File: src/rtl/knn_batch_seq_if.sv
// Core-side handshake bundle between knn_batch_seq (master) and a knn_core (slave).
interface knn_batch_seq_if #(
  parameter int WDATA_W = 32
);
  logic [8*WDATA_W-1:0] core_data;
  logic [WDATA_W-1:0]   core_test;
  logic                 core_start;
  logic                 core_valid;
  logic                 core_sample;
  logic                 core_valid_out;

  modport master (
    output core_data, core_test, core_start, core_valid, core_sample,
    input  core_valid_out
  );

  modport slave (
    input  core_data, core_test, core_start, core_valid, core_sample,
    output core_valid_out
  );
endinterface

File: src/rtl/knn_batch_seq.sv
// Batches a software-loaded point buffer into 8-wide knn_core passes and
// reports completion/error back to the register bank.
//
// state    | meaning
// ---------+----------------------------------------------------------
// S_IDLE   | waiting for go; illegal counts flag err and pulse done here
// S_LOAD   | register the current batch (pad beyond num_pts) and test point
// S_START  | core_start/core_valid high for this single cycle
// S_WAIT   | hold batch, wait for core_valid_out or timeout
// S_SAMPLE | core_sample pulse after the final batch
// S_DONE   | done pulse; busy drops on the following cycle
module knn_batch_seq #(
  parameter int                 WDATA_W     = 32,
  parameter int                 MAX_PTS     = 64,
  parameter int                 ADDR_W      = 6,
  parameter int                 TIMEOUT_CYC = 1024,
  parameter logic [WDATA_W-1:0] PAD_VAL     = {WDATA_W{1'b1}}
) (
  input  logic                clk,
  input  logic                rst,
  input  logic                wr_en,
  input  logic [ADDR_W-1:0]   wr_addr,
  input  logic [WDATA_W-1:0]  wr_data,
  input  logic [ADDR_W:0]     num_pts,
  input  logic [WDATA_W-1:0]  test_pt,
  input  logic                go,
  output logic                busy,
  output logic                done,
  output logic                err,
  output logic [ADDR_W-3:0]   batch_idx,
  knn_batch_seq_if.master     core
);

  localparam int CNT_W = ADDR_W + 1;
  localparam int BIX_W = ADDR_W - 2;
  localparam int TMR_W = (TIMEOUT_CYC > 2) ? $clog2(TIMEOUT_CYC) : 1;
  localparam logic [CNT_W-1:0] MAX_CNT  = CNT_W'(MAX_PTS);
  localparam logic [TMR_W-1:0] TMR_LOAD = TMR_W'(TIMEOUT_CYC - 1);

  typedef enum logic [2:0] {
    S_IDLE, S_LOAD, S_START, S_WAIT, S_SAMPLE, S_DONE
  } state_t;

  state_t               state_q, state_d;
  logic                 busy_q, busy_d;
  logic                 done_q, done_d;
  logic                 err_q, err_d;
  logic                 start_q, start_d;
  logic                 valid_q, valid_d;
  logic                 sample_q, sample_d;
  logic [8*WDATA_W-1:0] data_q, data_d;
  logic [WDATA_W-1:0]   test_q, test_d;
  logic [WDATA_W-1:0]   tpt_q, tpt_d;
  logic [BIX_W-1:0]     bidx_q, bidx_d;
  logic [CNT_W-1:0]     num_q, num_d;
  logic [TMR_W-1:0]     tmr_q, tmr_d;

  logic [WDATA_W-1:0]   mem_q [MAX_PTS];
  logic [8*WDATA_W-1:0] load_data;
  logic [CNT_W:0]       slot_pos;
  logic [CNT_W:0]       next_base;
  logic                 last_batch;

  always_ff @(posedge clk) begin
    if (wr_en && !busy_q) begin
      mem_q[wr_addr] <= wr_data;
    end
  end

  always_comb begin
    load_data = '0;
    slot_pos  = '0;
    for (int i = 0; i < 8; i++) begin
      slot_pos = {1'b0, bidx_q, 3'b000} + (CNT_W+1)'(i);
      if (slot_pos < {1'b0, num_q}) begin
        load_data[i*WDATA_W +: WDATA_W] = mem_q[slot_pos[ADDR_W-1:0]];
      end else begin
        load_data[i*WDATA_W +: WDATA_W] = PAD_VAL;
      end
    end
  end

  // Extra top bit keeps 8*(batch_idx+1) from wrapping at a full buffer.
  assign next_base  = {1'b0, bidx_q, 3'b000} + (CNT_W+1)'(8);
  assign last_batch = next_base >= {1'b0, num_q};

  always_comb begin
    state_d  = state_q;
    busy_d   = busy_q;
    done_d   = 1'b0;
    err_d    = err_q;
    start_d  = 1'b0;
    valid_d  = 1'b0;
    sample_d = 1'b0;
    data_d   = data_q;
    test_d   = test_q;
    tpt_d    = tpt_q;
    bidx_d   = bidx_q;
    num_d    = num_q;
    tmr_d    = tmr_q;
    case (state_q)
      S_IDLE: begin
        if (go) begin
          if (num_pts != '0 && num_pts <= MAX_CNT) begin
            num_d   = num_pts;
            tpt_d   = test_pt;
            err_d   = 1'b0;
            busy_d  = 1'b1;
            bidx_d  = '0;
            state_d = S_LOAD;
          end else begin
            err_d  = 1'b1;
            done_d = 1'b1;
          end
        end
      end
      S_LOAD: begin
        data_d  = load_data;
        test_d  = tpt_q;
        start_d = 1'b1;
        valid_d = 1'b1;
        state_d = S_START;
      end
      S_START: begin
        tmr_d   = TMR_LOAD;
        state_d = S_WAIT;
      end
      S_WAIT: begin
        // A valid-out landing on the expiry cycle still wins over the timeout.
        if (core.core_valid_out) begin
          if (last_batch) begin
            sample_d = 1'b1;
            state_d  = S_SAMPLE;
          end else begin
            bidx_d  = bidx_q + BIX_W'(1);
            state_d = S_LOAD;
          end
        end else if (tmr_q == '0) begin
          err_d   = 1'b1;
          done_d  = 1'b1;
          state_d = S_DONE;
        end else begin
          tmr_d = tmr_q - TMR_W'(1);
        end
      end
      S_SAMPLE: begin
        done_d  = 1'b1;
        state_d = S_DONE;
      end
      S_DONE: begin
        busy_d  = 1'b0;
        state_d = S_IDLE;
      end
      default: state_d = S_IDLE;
    endcase
  end

  always_ff @(posedge clk) begin
    if (!rst) begin
      state_q  <= S_IDLE;
      busy_q   <= 1'b0;
      done_q   <= 1'b0;
      err_q    <= 1'b0;
      start_q  <= 1'b0;
      valid_q  <= 1'b0;
      sample_q <= 1'b0;
      data_q   <= '0;
      test_q   <= '0;
      tpt_q    <= '0;
      bidx_q   <= '0;
      num_q    <= '0;
      tmr_q    <= '0;
    end else begin
      state_q  <= state_d;
      busy_q   <= busy_d;
      done_q   <= done_d;
      err_q    <= err_d;
      start_q  <= start_d;
      valid_q  <= valid_d;
      sample_q <= sample_d;
      data_q   <= data_d;
      test_q   <= test_d;
      tpt_q    <= tpt_d;
      bidx_q   <= bidx_d;
      num_q    <= num_d;
      tmr_q    <= tmr_d;
    end
  end

  assign busy             = busy_q;
  assign done             = done_q;
  assign err              = err_q;
  assign batch_idx        = bidx_q;
  assign core.core_data   = data_q;
  assign core.core_test   = test_q;
  assign core.core_start  = start_q;
  assign core.core_valid  = valid_q;
  assign core.core_sample = sample_q;

endmodule

File: src/flat_wrapper.sv
// flat-port wrapper written by rule: the top's interface ports become plain ports
module knn_batch_seq_flat 
#(
  parameter int                 WDATA_W     = 32,
  parameter int                 MAX_PTS     = 64,
  parameter int                 ADDR_W      = 6,
  parameter int                 TIMEOUT_CYC = 1024,
  parameter logic [WDATA_W-1:0] PAD_VAL     = {WDATA_W{1'b1}}
)
  (clk, rst, wr_en, wr_addr, wr_data, num_pts, test_pt, go, busy, done, err, batch_idx, core_core_data, core_core_test, core_core_start, core_core_valid, core_core_sample, core_core_valid_out);
  knn_batch_seq_if #(.WDATA_W(WDATA_W)) core_i ();
  input  logic clk;
  input  logic rst;
  input  logic wr_en;
  input  logic [ADDR_W-1:0] wr_addr;
  input  logic [WDATA_W-1:0] wr_data;
  input  logic [ADDR_W:0] num_pts;
  input  logic [WDATA_W-1:0] test_pt;
  input  logic go;
  output logic busy;
  output logic done;
  output logic err;
  output logic [ADDR_W-3:0] batch_idx;
  output wire logic [$bits(core_i.core_data)-1:0] core_core_data;
  output wire logic [$bits(core_i.core_test)-1:0] core_core_test;
  output wire logic [$bits(core_i.core_start)-1:0] core_core_start;
  output wire logic [$bits(core_i.core_valid)-1:0] core_core_valid;
  output wire logic [$bits(core_i.core_sample)-1:0] core_core_sample;
  input wire logic [$bits(core_i.core_valid_out)-1:0] core_core_valid_out;
  assign core_core_data = core_i.core_data;
  assign core_core_test = core_i.core_test;
  assign core_core_start = core_i.core_start;
  assign core_core_valid = core_i.core_valid;
  assign core_core_sample = core_i.core_sample;
  assign core_i.core_valid_out = core_core_valid_out;
  knn_batch_seq #(.WDATA_W(WDATA_W), .MAX_PTS(MAX_PTS), .ADDR_W(ADDR_W), .TIMEOUT_CYC(TIMEOUT_CYC), .PAD_VAL(PAD_VAL)) u_core (.clk(clk), .rst(rst), .wr_en(wr_en), .wr_addr(wr_addr), .wr_data(wr_data), .num_pts(num_pts), .test_pt(test_pt), .go(go), .busy(busy), .done(done), .err(err), .batch_idx(batch_idx), .core(core_i));
endmodule
File: config.mk
export PLATFORM = sky130hd
export DESIGN_NAME = knn_batch_seq_flat
export DESIGN_NICKNAME = d
export VERILOG_FILES = /design/src/rtl/knn_batch_seq_if.sv /design/src/rtl/knn_batch_seq.sv /design/src/flat_wrapper.sv
export SDC_FILE = /design/constraint.sdc
export NUM_CORES = 2
export LEC_CHECK = 0
export CAP_MARGIN = 20
export CORE_UTILIZATION = 54
export DETAILED_ROUTE_END_ITERATION = 10
export PLACE_DENSITY = 0.82
export SKIP_LAST_GASP = 1
export SYNTH_ARGS = -nofsm -noshare
export SYNTH_HDL_FRONTEND = slang
export SYNTH_SLANG_ARGS = --single-unit
File: constraint.sdc
create_clock -name clk -period 2.82 [get_ports clk]
set_input_delay 0.282 -clock clk [delete_from_list [all_inputs] [get_ports clk]]
set_output_delay 0.282 -clock clk [all_outputs]
set_load 0.005 [all_outputs]
==> Implementation_results.wiki <==
{| class="wikitable"
! Metric !! Value
|-
| Run status || complete, no violations
|-
| Met1 routing resource usage after global routing || ~36%
|-
| CTS H-Tree Depth || 4
|-
| GRT overflow || 0
|-
| Synthesized flop and latch total || 2400
|-
| Detailed-placement wirelength estimate || between 100000 and 150000 um
|-
| Netlist Area Pre-Place || 88600 um^2
|-
| Most used routing layer || met2
|-
| Antenna violations before repair || 15
|-
| Number of detailed-routing iterations run before antenna repair || 6
|-
| Startpoint kind of the worst setup timing path || flip-flop
|-
| Delay contributed by the slowest stage of the critical path || approximately 0.65 ns
|-
| Per-instance average area after synthesis || 20.4 um^2
|-
| Routed via count divided by cell count || 6.38
|-
| Met2 demand-to-capacity share in global routing || 44.6%
|-
| Period Utilization, post-route || a little over nine tenths
|-
| Distinct cell type count after synthesis || 55
|-
| Post-Synth Adder-Cell Area || 0.155%
|-
| M3 GR Usage || between 7 and 8%
|-
| Number of cells traversed by the worst hold path || 1
|-
| Die area || between 150000 and 200000 um^2
|-
| Critical register-to-register path endpoint || u_core.batch_idx[2]
|-
| Area delta synth->final || 18.5%
|-
| Nets || 5000
|-
| Number of pins with negative max-slew slack in the final report || 0
|-
| Actual transition at the worst max-transition pin || between 1 and 1.5 ns
|-
| Multiplexer fraction of the synthesized cell area || between 10% and 20%
|-
| Standard cell core area || between 150000 and 200000 um^2
|-
| Most used DFF post-synth || sky130_fd_sc_hd__edfxtp_1
|-
| Peak Freq || between 0.3 and 0.4 GHz
|-
| Routability cong. || 0.806
|-
| Post-Route Skew || approximately 0.034 ns
|-
| Overall routing resource usage || between 20 and 30%
|-
| Setup WS pre-CTS || ~0.23 ns
|-
| Starting density of the core || 54.4%
|-
| Worst-path clk slew || 0.07 ns
|-
| Wire length of the first global-routing pass || ~330000 um
|-
| Worst setup margin || around 0.17 ns
|-
| Total of buffers placed on input and output ports || between 300 and 400
|-
| P_leak || 32.4 nW
|-
| Worst-case reg-to-reg path depth || 8
|-
| Most frequent cells after synthesis || sky130_fd_sc_hd__edfxtp_1 (2048), sky130_fd_sc_hd__mux4_2 (512), sky130_fd_sc_hd__dfxtp_1 (352)
|-
| Xor/xnor share of the synthesized area || less than 1%
|-
| Clock tree from TritonCTS || built
|-
| Cell type with the largest total area after synthesis || sky130_fd_sc_hd__edfxtp_1
|-
| Maximum fanout along the worst path || 43
|-
| Synthesized-area fraction occupied by and/or/nand/nor cells || under 10%
|-
| Cell-by-cell trace of the critical path || buf_16 -> clkdlybuf4s50_1
|-
| DRC violation count after routing || 0
|-
| Total Routed Length || 231000 um
|-
| Number of ports placed on the die boundary || between 300 and 400
|-
| Cells after Synth || 4344
|-
| # rows || 148
|-
| CTS Root Buffer Type || sky130_fd_sc_hd__clkbuf_16
|-
| Worst R2R Start || u_core.batch_idx[1]
|-
| Setup CP Type || flip-flop to primary output
|-
| Number of max-cap violations || 0
|-
| Dominant combinational cell family by area after synthesis || multiplexers
|-
| Hold Crit Endpoint || u_core.mem_q[43][12]
|-
| Total via count in the routed design || ~46000
|-
| First DRT Iteration DRCs || just over 6000
|-
| Most frequent cell after synthesis || sky130_fd_sc_hd__edfxtp_1
|-
| Kind of capture point of the worst setup path || primary output
|-
| Fraction of the yosys area taken by sequential cells || between 70 and 80%
|-
| Slowest cell on crit path || sky130_fd_sc_hd__clkdlybuf4s50_1
|-
| Bufs on Longest Clock Path || 3
|-
| Unrepaired setup endpoints after global routing || no
|-
| Leading cell types by total area after synthesis || sky130_fd_sc_hd__edfxtp_1 (69%), sky130_fd_sc_hd__mux4_2 (13%), sky130_fd_sc_hd__dfxtp_1 (8.0%)
|-
| Count of flip-flops with a built-in enable after synthesis || about 2000
|-
| Register-to-Register Setup Slack || about 0.18 ns
|-
| Clock sink count || 2400
|-
| Peak supply drop || a little over 0.0006 V
|-
| Post-synth top area share || 69.4%
|-
| DR WL/cell || ~32 um
|-
| CTS buffer count || 217
|-
| Min-Delay Path Class || primary input to flip-flop
|-
| Post-synth ARST share || 0%
|-
| Worst hold path startpoint || wr_data[12]
|-
| Source-to-sink clock delay at the later pin of the worst-skew pair || ~0.86 ns
|-
| Power per Cell Area || ~700 nW/um^2
|-
| Detail Route Antenna Nets || 0
|-
| Setup-violating endpoint count in the final report || 0
|-
| Number of hold-slack violations in the final timing report || 0
|-
| Vias in the first global route || 46900
|-
| Beginning of the critical path || u_core.batch_idx[2]
|-
| Minimum period implied by the final worst setup slack || approximately 2.7 ns
|-
| Worst hold margin || 0.0408 ns
|-
| Largest net degree at the start of global routing || between 100 and 150
|-
| Relative slew slack || a little over a fifth
|-
| WP data required || ~2.5 ns
|-
| Net count after synthesis || between 4000 and 5000
|-
| Die height || about 410 um
|-
| Warnings, synthesis || 0
|-
| Compound-Gate Fraction of Synth Area || ~3.4%
|-
| Die boundary width || roughly 410 um
|-
| Share of post-route cells with drive strength above 1 || 23.4%
|-
| # fillers || about 10000
|-
| Arrival time of data at the critical path endpoint || roughly 2.4 ns
|}
final cells by class:
cell class / count / area, um^2 / share of cell area, %
Sequential cell: 2400 / 68600 / 65.3
Timing Repair Buffer: 600 / 6740 / 6.42
Clock buffer: 277 / 6000 / 5.72
Tap cell: 2175 / 2720 / 2.59
Antenna cell: 7 / 17.5 / 0.0167
Inverter: 10 / 37.5 / 0.0358
Multi-Input combinational cell: 1678 / 19500 / 18.5
Clock inverter: 135 / 1410 / 1.34
per-stage QoR:
| stage | cell area [um^2] | setup TNS, ns | utilization [%] | total power, W | std cells |
|---|---|---|---|---|---|
| floorplan | 88600 | -36.84 | - | 0.0413 | 4344 |
| global placement | 97200 | 0 | 59.7 | 0.0439 | 6838 |
| detailed placement | 97200 | 0 | 59.7 | 0.0440 | 6838 |
| CTS | 105000 | 0 | 64.4 | 0.0739 | 7270 |
| global route | 105000 | 0 | 64.5 | 0.0755 | 7275 |
| finish | 105000 | 0 | 64.5 | 0.0737 | 7282 |
report_power, final:
group / switching (W) / total [W] / internal, W
Clock: 0.0131 / 0.0303 / 0.0172
Combinational: 0.00213 / 0.00364 / 0.00150
Sequential: 0.000622 / 0.0398 / 0.0391
Total: 0.0159 / 0.0737 / 0.0578
flip-flops by register name (all words and copies together), names as in the netlist, named ones only:
name,count
u_core.batch_idx,4
u_core.busy,1
u_core.core.core_data,256
u_core.core.core_sample,1
u_core.core.core_start,1
u_core.core.core_test,32
u_core.done,1
u_core.err,1
u_core.mem_q,2048
u_core.num_q,7
u_core.state_q,3
u_core.tmr_q,10
u_core.tpt_q,32
layer usage:
| layer | wire length [um] | part of all wire (%) |
|---|---|---|
| met5 | 91 | 0.039 |
| met4 | 10200 | 4.4 |
| met3 | 24900 | 11 |
| met2 | 112000 | 48 |
| met1 | 84100 | 36 |
worst max-delay path, delay by kind of cell (launching register included):
family / cells / cell delay, ns
buf+inv: 2 / 1.02
flops: 1 / 0.48
repair_timing:
item / 4_1_cts / 5_1_grt
setup endpoints to repair: 1 / 2
pin swaps: 0 / 1
buffers inserted: 0 / 3
hold buffers: 19 / 1
gates cloned: 1 / 0
gates resized for setup: 1 / 0
endpoints found under the hold margin: 408 / 13
logic make-up after synthesis:
kind of cell	Yosys count
AO/OA/AOI/OAI	585
XOR/XNOR	9
adder cells (fa/ha/maj)	11
buffers and inverters	266
flip-flops	2400
multiplexers	806
AND/OR/NAND/NOR	267
layout by cell type (no fill, tap or decap), drive strengths merged, types with 6 or more instances in the layout:
cell type      count
inv               19
o21ai            259
mux2i            294
ha                11
clkinv            91
clkbuf           278
clkinvlp          12
dlygate4sd3       20
diode              7
a21oi            303
clkdlybuf4s50    346
buf              232
edfxtp          2048
nand3b             6
nor2             124
dfxtp            352
nand2             90
bufinv            23
nor3b              6
mux4             512
nand3             10
worst max path at each step:
stage | end | slack [ns]
6_report | batch_idx[2] | 0.17
5_1_grt | u_core.batch_idx[2] | 0.05
4_1_cts | batch_idx[0] | 0.10
3_5_place_dp | u_core.batch_idx[2] | 0.23
3_3_place_gp | u_core.mem_q[9][15] | 0.34
2_1_floorplan | u_core.mem_q[11][0] | -0.08
Power figures use the tool's default switching activity.
